`src/rtl/fp_mul_arbiter.sv`:
```
// Round-robin arbiter sharing one combinational FP multiplier between two requesters.
// Operands are held for LAT cycles, then the result is returned on a tagged response channel.
module fp_mul_arbiter #(
  parameter int LAT = 2,
  parameter int CW  = 4
) (
  input  logic        clk,
  input  logic        rst_n,
  input  logic        req0_valid,
  output logic        req0_ready,
  input  logic [31:0] req0_x,
  input  logic [31:0] req0_y,
  input  logic [2:0]  req0_rmode,
  input  logic        req1_valid,
  output logic        req1_ready,
  input  logic [31:0] req1_x,
  input  logic [31:0] req1_y,
  input  logic [2:0]  req1_rmode,
  output logic [31:0] mul_x,
  output logic [31:0] mul_y,
  output logic [2:0]  mul_rmode,
  input  logic [31:0] mul_z,
  input  logic        mul_ovrf,
  input  logic        mul_udrf,
  output logic        rsp_valid,
  input  logic        rsp_ready,
  output logic        rsp_id,
  output logic [31:0] rsp_z,
  output logic        rsp_ovrf,
  output logic        rsp_udrf,
  output logic        rsp_badrm,
  output logic        busy
);

  typedef enum logic [1:0] {IDLE, BUSY, DONE} state_t;

  state_t          state, state_nxt;
  logic            ptr;
  logic [CW-1:0]   cnt;
  logic            id_q;
  logic            badrm_q;
  logic            grant_any;
  logic            grant_id;
  logic            accept;
  logic [2:0]      sel_rmode;

  // Pointer only breaks ties; a lone requester always wins.
  always_comb begin
    grant_any = req0_valid | req1_valid;
    grant_id  = (req0_valid & req1_valid) ? ptr : req1_valid;
    sel_rmode = grant_id ? req1_rmode : req0_rmode;
  end

  // Ready is gated by rst_n so that all outputs read 0 while reset is held.
  assign req0_ready = rst_n & (state == IDLE) & grant_any & ~grant_id;
  assign req1_ready = rst_n & (state == IDLE) & grant_any &  grant_id;
  assign accept     = req0_ready | req1_ready;
  assign rsp_valid  = (state == DONE);
  assign busy       = (state != IDLE);

  always_ff @(posedge clk or negedge rst_n) begin
    if (!rst_n) state <= IDLE;
    else        state <= state_nxt;
  end

  always_comb begin
    state_nxt = state;
    case (state)
      IDLE:    if (accept) state_nxt = BUSY;
      BUSY:    if (cnt == '0) state_nxt = DONE;
      DONE:    if (rsp_ready) state_nxt = IDLE;
      default: state_nxt = IDLE;
    endcase
  end

  // Operand latch, settle counter and result capture; mul_* change only on accept.
  always_ff @(posedge clk or negedge rst_n) begin
    if (!rst_n) begin
      mul_x     <= '0;
      mul_y     <= '0;
      mul_rmode <= '0;
      ptr       <= 1'b0;
      cnt       <= '0;
      id_q      <= 1'b0;
      badrm_q   <= 1'b0;
      rsp_id    <= 1'b0;
      rsp_z     <= '0;
      rsp_ovrf  <= 1'b0;
      rsp_udrf  <= 1'b0;
      rsp_badrm <= 1'b0;
    end else begin
      if (accept) begin
        mul_x     <= grant_id ? req1_x : req0_x;
        mul_y     <= grant_id ? req1_y : req0_y;
        mul_rmode <= (sel_rmode > 3'd4) ? 3'd0 : sel_rmode;
        badrm_q   <= (sel_rmode > 3'd4);
        id_q      <= grant_id;
        cnt       <= CW'(LAT - 1);
        ptr       <= ~grant_id;
      end else if (state == BUSY) begin
        if (cnt == '0) begin
          rsp_id    <= id_q;
          rsp_z     <= mul_z;
          rsp_ovrf  <= mul_ovrf;
          rsp_udrf  <= mul_udrf;
          rsp_badrm <= badrm_q;
        end else begin
          cnt <= cnt - CW'(1);
        end
      end
    end
  end

endmodule

```
`config.mk`:
```
export PLATFORM = sky130hd
export DESIGN_NAME = fp_mul_arbiter
export DESIGN_NICKNAME = d
export VERILOG_FILES = /design/src/rtl/fp_mul_arbiter.sv
export SDC_FILE = /design/constraint.sdc
export NUM_CORES = 1
export LEC_CHECK = 0
export BUFFER_PORTS_ARGS = -buffer_cell sky130_fd_sc_hd__buf_4
export CAP_MARGIN = 30
export CORE_MARGIN = 2
export CORE_UTILIZATION = 45
export CTS_BUF_LIST = sky130_fd_sc_hd__clkbuf_16
export DETAILED_ROUTE_END_ITERATION = 16
export GPL_ROUTABILITY_DRIVEN = 1
export PLACE_DENSITY_LB_ADDON = 0.2
export REMOVE_ABC_BUFFERS = 1
export SLEW_MARGIN = 20
export SYNTH_ARGS = -nofsm -noshare
export SYNTH_HDL_FRONTEND = slang
export SYNTH_SLANG_ARGS = --single-unit
```
`constraint.sdc`:
```
create_clock -name clk -period 2 [get_ports clk]
set_input_delay 0.1 -clock clk [delete_from_list [all_inputs] [get_ports clk]]
set_output_delay 0.1 -clock clk [all_outputs]
set_load 0.02 [all_outputs]
```
# After elaboration in Yosys (flattened, before gate mapping)
# Cells that the tools add are included.
word_totals:
  reg_bits: 112
  wordCells: 49
classes:
  n_addsub: 1
  magnitude_cmp: 1
  eq_ne: 6
  n_mux: 12
  bitwise: 9
  reduce_logical: 7
op_table:
  columns: ["op", "n"]
  rows:
  - ["$mux 32", 2]
  - ["$mux 4", 3]
  - ["$mux 2", 3]
  - ["$mux 3", 2]
  - ["$ne 2x2->1 const B", 3]
  - ["$pmux 2 s3", 1]
  - ["$reduce_and 3->1", 2]
  - ["$and 1x1->1", 5]
  - ["$logic_not 4->1", 1]
  - ["$reduce_bool 2->1", 2]
  - ["$sub 4x1->4 const B", 1]
  - ["$gt 3x3->1 const B", 1]
  - ["$eq 2x1->1 const B", 1]
  - ["$eq 2x2->1 const B", 1]
  - ["$logic_not 2->1", 1]
  - ["$ne 2x1->1 const B", 1]
  - ["$not 1->1", 2]
  - ["$or 1x1->1", 2]
  - ["$reduce_and 2->1", 1]
  - ["$mux 1", 1]

# Depth between registers and ports, before layout
# Gate-level depths: netlist (run 1).
logic_depth:
  depth_word: 7
  depth_mapped: 6
  ltp_nobuf: 5

# Least setup slack after synthesis (run 1)
# OpenSTA, ideal clock, no wires.
synth_timing:
  path_type: "register to output"
  start: "reg state[1]"
  end: "out req1_ready"
  t_arrival_ns: 1.513
  path_slack_ns: 0.387
  path_stages_with_launch: 6
  path_buffers: 2
  cell_sequence: "dfrtp_1 > nor3b_1 > buf_4 > buf_2 > nand2_1 > nor3_1"
synth_via:
  elab_chain_cells: 4
synth_rtl:
  columns: ["item", "line", "text"]
  rows:
  - ["from (decl)", "37", "state_t state, state_nxt;"]
  - ["from (signal assigned)", "63", "else state <= state_nxt;"]
  - ["$logic_not 2->1", "56", "assign req1_ready = rst_n & (state == IDLE) & grant_any & grant_id;"]
  - ["$and 1x1->1 (3 in a row)", "56", null]
  - ["to (decl)", "15", "output logic req1_ready,"]
# Every way passes these cells.

# Worst setup path in the final report (run 1)
layout_timing:
  start: "in rst_n"
  end: "out req1_ready"
layout_via:
  elab_chain_cells: 3
layout_rtl:
  columns: ["item", "line", "text"]
  rows:
  - ["from (decl)", "8", "input logic rst_n,"]
  - ["$and 1x1->1 (3 in a row)", "56", null]
# Every way passes these cells.

==> run_results.csv, run 1 <==
group,metric,value,unit
grt,grt_pass1_vias,5542,
logic_synthesis,synthesis.area,0.00555,mm2
worst_hold_path,hp-class,"in2reg",
clock_tree,numClockSinks,112,
cells_and_area,multi_input_area,0.00242,mm2
placement,place_area,0.00772,mm2
routing,first_pass_iters,5,
routing,vias_per_cell,5.79,
cells_and_area,area_delta_synth_final,51.3,%
logic_synthesis,synth_flop_cell,"dfrtp_1",
clock_tree,clockRootBuffer,"clkbuf_16",
clock_tree,clockBufferDepth,2,
floorplanning,dieArea,0.0132,mm2
grt,grt_first_pass_wirelength,28.8,mm
cells_and_area,diodes,0,
clock_tree,numCtsBuffers,9,
sta,maxSlewHeadroom,0.498,
logic_synthesis,synth-edff-count,0,
power,p_leak,3.80,nW
clock_tree,htree_levels,3,
sta,fin_crit_sh,0.957,
placement,post-dp-hpwl,12.5,mm
sta,max_freq,523,MHz
routing,wl_per_cell,19.6,um
routing,vias,5576,
cells_and_area,final_cell_mix,"292 x buf_4, 111 x dfrtp_1, 72 x a21oi_1",
power,vdd_drop_max,0.000673,V
sta,finalSetupTns,0,ns
logic_synthesis,synth.avg_cell_area,10.5,um2
setup_path,critical_path_required,1.90,ns
floorplanning,num_rows,40,
routing,dr.first_iter.drc_count,505,
job,cap_violations,0,
logic_synthesis,ys_ff_latch,112,
logic_synthesis,yosysWarningCount,0,
sta,finalSetupViolCount,0,
floorplanning,die_h,115,um
outcome,outcome,"finished clean",
sta,min_period,1.91,ns
cells_and_area,final_common_cell,"buf_4",
setup_path,crit_path_end_kind,"primary output",
clock_tree,clk_pin_slew,0.07,ns
sta,worstMarginPinSlew,0.753,ns
placement,place_inst,909,
setup_path,critPathLaunchType,"input port",
logic_synthesis,ys_seq_area_frac,0.505,
cells_and_area,layout.nets,986,
placement,numPortBuffers,279,
routing,remaining_drc_errors,0,
floorplanning,die_x,115,um
cells_and_area,fillers,904,
cells_and_area,fin_cells,963,
placement,globalplace.congestion,0.836,
sta,skew,0.00771,ns
grt,grt_max_degree,66,
routing,finalWirelength,18.9,mm
logic_synthesis,synth-async-reset-ratio,1.00,
cells_and_area,seqCellArea,0.00280,mm2
routing,final_antenna_net_count,0,
setup_path,critical_path_class,"in2out",
clock_tree,clk_latency,0.35,ns
clock_tree,cts_tree,"built",
sta,hold_violations,0,
logic_synthesis,synth_cells,528,
cells_and_area,drive_gt1_frac,0.442,
cells_and_area,fin_area,0.00839,mm2
grt,antenna_found_initial,0,
setup_path,critPathMaxFanout,13,
setup_path,arrival,1.81,ns
floorplanning,core_area,0.0120,mm2
power,power_density,1500,mW/mm2
floorplanning,boundaryPins,280,
grt,grt.total_usage,0.275,
floorplanning,start_util,0.462,
grt,grt-ovfl-total,0,
logic_synthesis,synth.distinct_cells,34,
sta,slew_violations,0,
==> logic make-up after synthesis <==
kind of cell	synth area share
AO/OA/AOI/OAI	0.299
flip-flops	0.505
buffers and inverters	0.0618
multiplexers	0.0954
AND/OR/NAND/NOR	0.0338
adder cells (fa/ha/maj)	0.00451
==> area by class of cell <==
cell class | count | area share
clock buffers | 9 | 0.0268
repair buffers | 335 | 0.321
well taps | 147 | 0.0219
multi-input cells | 347 | 0.289
inverters | 6 | 0.00268
flip-flops and latches | 112 | 0.334
clock inverters | 7 | 0.00477
==> Yosys cell counts (2+ instances only) <==
master / instances / area share
a21oi_1: 72 / 0.065
a31oi_1: 68 / 0.077
buf_2: 4 / 0.0036
buf_4: 7 / 0.0095
buf_6: 7 / 0.014
clkbuf_1: 45 / 0.030
dfrtp_1: 112 / 0.51
ha_1: 2 / 0.0045
inv_1: 5 / 0.0034
mux2_2: 7 / 0.014
mux2_4: 30 / 0.081
nand2b_1: 2 / 0.0023
nand3_1: 3 / 0.0027
nor2_1: 5 / 0.0034
nor2b_1: 4 / 0.0045
nor3b_1: 2 / 0.0027
o211ai_1: 65 / 0.088
o21ai_0: 70 / 0.063
or4b_1: 3 / 0.0054
==> critical path, cell delays in order <==
cell and delay [ns]:
dlygate4sd3_1 0.57, buf_6 0.18, nor3b_4 0.31, buf_8 0.18
nand2_1 0.13, nor3_1 0.16, buf_4 0.17
==> registers in the layout, indices dropped and copies added, names as in the netlist <==
register	count
mul_y	32
state	2
rsp_z	32
id_q	1
rsp_badrm	1
ptr	1
mul_rmode	3
rsp_udrf	1
badrm_q	1
mul_x	32
rsp_ovrf	1
rsp_id	1
cnt	4
==> stage by stage <==
stage | hold WS [ns] | setup slack (ns) | utilization | power (mW)
after CTS | 0.00510 | 0.0279 | 0.695 | 12.4
after floorplan | -0.196 | -4.23 | - | 7.77
after global placement | -0.0506 | 0.387 | 0.643 | 10.5
after detailed placement | -0.0449 | 0.385 | 0.643 | 10.7
after global routing | 0.00921 | -0.0158 | 0.699 | 13.3
final | 0.0123 | 0.0868 | 0.699 | 12.6
==> final timing paths <==
path                          start         end  slack (ns)  depth (start not counted)
min in group asynchronous     rst_n   mul_y[26]        0.16                          2
min                        mul_z[7]    rsp_z[7]        0.01                          2
max reg2reg                state[1]   mul_y[27]        0.28                          5
max in group asynchronous     rst_n         ptr        0.86                          3
min reg2reg                rsp_z[7]    rsp_z[7]        0.52                          1
max                           rst_n  req1_ready        0.09                          7
==> power by group <==
part | leakage [nW] | internal (mW) | total, mW | switching, mW
Sequential | 1.27 | 3.43 | 4.21 | 0.781
Combinational | 2.39 | 3.10 | 6.69 | 3.60
Clock | 0.138 | 0.836 | 1.65 | 0.817
==> routing by layer <==
metal	wire length, um	vias to the layer above	GRT usage
met3	1680	31	0.0606
li1	-	2587	-
met5	0	-	0
met2	9200	302	0.461
met4	439	0	0.0956
met1	7550	2656	0.354
==> repair_timing <==
action	4_1_cts	5_1_grt
endpoints found under the setup margin	1	2
buffers inserted	0	2
resized for setup	2	2
hold buffers	35	0
cloned	0	1
endpoints found under the hold margin	44	0
(Power assumes the default switching activity.)
==> run 2: changes to the inputs <==
--- a/config.mk
+++ b/config.mk
@@ -5,12 +5,12 @@
 export SDC_FILE = /design/constraint.sdc
 export NUM_CORES = 1
 export LEC_CHECK = 0
-export BUFFER_PORTS_ARGS = -buffer_cell sky130_fd_sc_hd__buf_4
 export CAP_MARGIN = 30
 export CORE_MARGIN = 2
 export CORE_UTILIZATION = 45
 export CTS_BUF_LIST = sky130_fd_sc_hd__clkbuf_16
 export DETAILED_ROUTE_END_ITERATION = 16
+export DONT_BUFFER_PORTS = 1
 export GPL_ROUTABILITY_DRIVEN = 1
 export PLACE_DENSITY_LB_ADDON = 0.2
 export REMOVE_ABC_BUFFERS = 1
==> constraint.sdc (replaced) <==
create_clock -name clk -period 2 [get_ports clk]
set_input_delay 0.2 -clock clk [delete_from_list [all_inputs] [get_ports clk]]
set_output_delay 0.2 -clock clk [all_outputs]
set_load 0.02 [all_outputs]
==> run 2 against run 1 <==
Net effect:
- the run now ends with hold timing left
- via count shrank 20%
- clock-buffer cell count unchanged
- clock power rose by 23%
- design area down 25%
- worst setup slack better by 0.062 ns
- fmax increased by 3.4%
- power decreased by 13%
- sequential power up 35%
- worst hold slack worse by 0.47 ns
- critical endpoint unchanged
- highest routed layer unchanged
==> run_results.csv, run 2 (synthesized netlist as in run 1, its figures left out) <==
group,metric,value,unit
grt,grt-ovfl-total,0,
sta,holdWs,-0.459,ns
cells_and_area,final_common_cell,"dfrtp_1",
placement,place_area,0.00559,mm2
sta,fin_crit_sh,0.926,
power,finalPower,10.9,mW
sta,worstMarginPinSlew,0.764,ns
cells_and_area,fin_cells,679,
sta,finalSetupViolCount,0,
setup_path,r2r_cells,5,
job,cap_violations,0,
setup_path,r2r-start,"cnt[0]",
routing,vias_per_cell,6.57,
sta,finalSetupTns,0,ns
setup_path,critical_path_required,1.80,ns
routing,vias,4462,
cells_and_area,reg_top3,"mul_x: 32 flops, mul_y: 32 flops, rsp_z: 32 flops",
grt,grt_pass1_vias,4506,
outcome,violations,"hold timing",
clock_tree,clockBufferDepth,2,
grt,grt_first_pass_wirelength,24.8,mm
power,switching_power,4.70,mW
sta,max_freq,540,MHz
outcome,outcome,"finished, violations left",
grt,antenna_found_initial,0,
setup_path,r2r_end,"rsp_ovrf",
power,switching_share,0.433,
placement,place_inst,626,
sta,skew,0.0105,ns
clock_tree,numCtsBuffers,9,
routing,remaining_drc_errors,0,
setup_path,arrival,1.65,ns
sta,min_period,1.85,ns
placement,post-dp-hpwl,10.2,mm
routing,dr.first_iter.drc_count,381,
sta,hold_violations,112,
cells_and_area,drive_gt1_frac,0.143,
placement,numPortBuffers,0,
clock_tree,clockRootBuffer,"clkbuf_16",
power,power_frac_comb,0.291,
worst_hold_path,hp-class,"in2async",
setup_path,critPathLaunchType,"register",
power,intPower,6.17,mW
setup_path,reg2reg_slack,0.35,ns
cells_and_area,fin_area,0.00631,mm2
setup_path,crit_path_end_kind,"primary output",
clock_tree,cts_tree,"built",
routing,first_pass_iters,5,
sta,maxSlewHeadroom,0.491,
floorplanning,boundaryPins,280,
cells_and_area,area_delta_synth_final,13.7,%
power,vdd_drop_max,0.000709,V
setup_path,critPathMaxFanout,6,
sta,slew_violations,0,
floorplanning,die_h,115,um
floorplanning,die_x,115,um
setup_path,critical_path_class,"reg2out",
grt,grt.total_usage,0.241,
cells_and_area,final_cell_mix,"111 x dfrtp_1, 72 x a21oi_1, 70 x o21ai_0",
routing,finalWirelength,16.4,mm
sta,grt_setup_unrepaired,"false",
routing,wl_per_cell,24.2,um
grt,grt_max_degree,114,
sta,layout_setup_ws,0.149,ns
cells_and_area,layout.nets,702,
cells_and_area,diodes,0,
floorplanning,dieArea,0.0132,mm2
floorplanning,start_util,0.462,
floorplanning,num_rows,40,
clock_tree,clk_latency,0.35,ns
placement,place_ws,0.353,ns
power,p_leak,2.45,nW
placement,globalplace.congestion,0.737,
clock_tree,clk_pin_slew,0.07,ns
clock_tree,htree_levels,3,
floorplanning,core_area,0.0120,mm2
clock_tree,numClockSinks,112,
routing,final_antenna_net_count,0,
power,seq_power_share,0.523,
power,power_density,1720,mW/mm2
power,clkPwrFrac,0.186,
-- run 2: cell type report --
type                            count  area (um2)
Multi-Input combinational cell    347        2420
Inverter                            6        22.5
Clock buffer                        9         225
Fill cell                        1054        5700
Clock inverter                      7         111
Timing Repair Buffer               51         538
Sequential cell                   112        2800
Tap cell                          147         184
-- run 2: how the worst max path moves through the flow --
stage / from / endpoint / slack (ns) / depth (start not counted)
after global placement: state[1] / mul_y[23] / 0.43 / 4
after floorplan: state[1] / id_q / -4.23 / 3
final: state[1] / req1_ready / 0.15 / 4
after global routing: state[1] / req1_ready / 0.05 / 4
after CTS: state[1] / req1_ready / 0.08 / 4
after detailed placement: state[1] / mul_x[26] / 0.35 / 4
-- run 2: worst max-delay path, stage by stage (launching register included) --
cell	delay, ns
dfrtp_1	0.47
nor3b_4	0.29
nand2_1	0.17
nor3_1	0.20
buf_4	0.18
-- run 2: what timing repair did --
item                       4_1_cts  5_1_grt
setup buffers                    0        0
setup endpoints to repair        0        1
hold buffers                    36        1
gates resized for setup          0        1
hold endpoints to repair       148      113
-- run 2: metrics by stage --
step	util	hold WS [ns]
after floorplan	-	-0.0956
after global placement	0.466	-0.0931
after detailed placement	0.466	-0.0942
after CTS	0.524	-0.477
after global routing	0.525	-0.481
final	0.525	-0.459
-- run 2: layer usage --
metal | global-route usage | up-vias | routed length, um
li1 | - | 2018 | -
met1 | 0.297 | 2156 | 6420
met4 | 0.0940 | 0 | 375
met2 | 0.396 | 258 | 7990
met5 | 0 | - | 0
met3 | 0.0770 | 30 | 1650
-- run 2: power groups by stage --
stage | clock network [mW] | logic [mW] | registers, mW
after floorplan | 0 | 2.32 | 5.46
after global placement | 0 | 2.97 | 5.67
after detailed placement | 0 | 3.09 | 5.68
after CTS | 2.08 | 3.15 | 5.66
after global routing | 2.17 | 3.50 | 5.81
final | 2.03 | 3.16 | 5.68
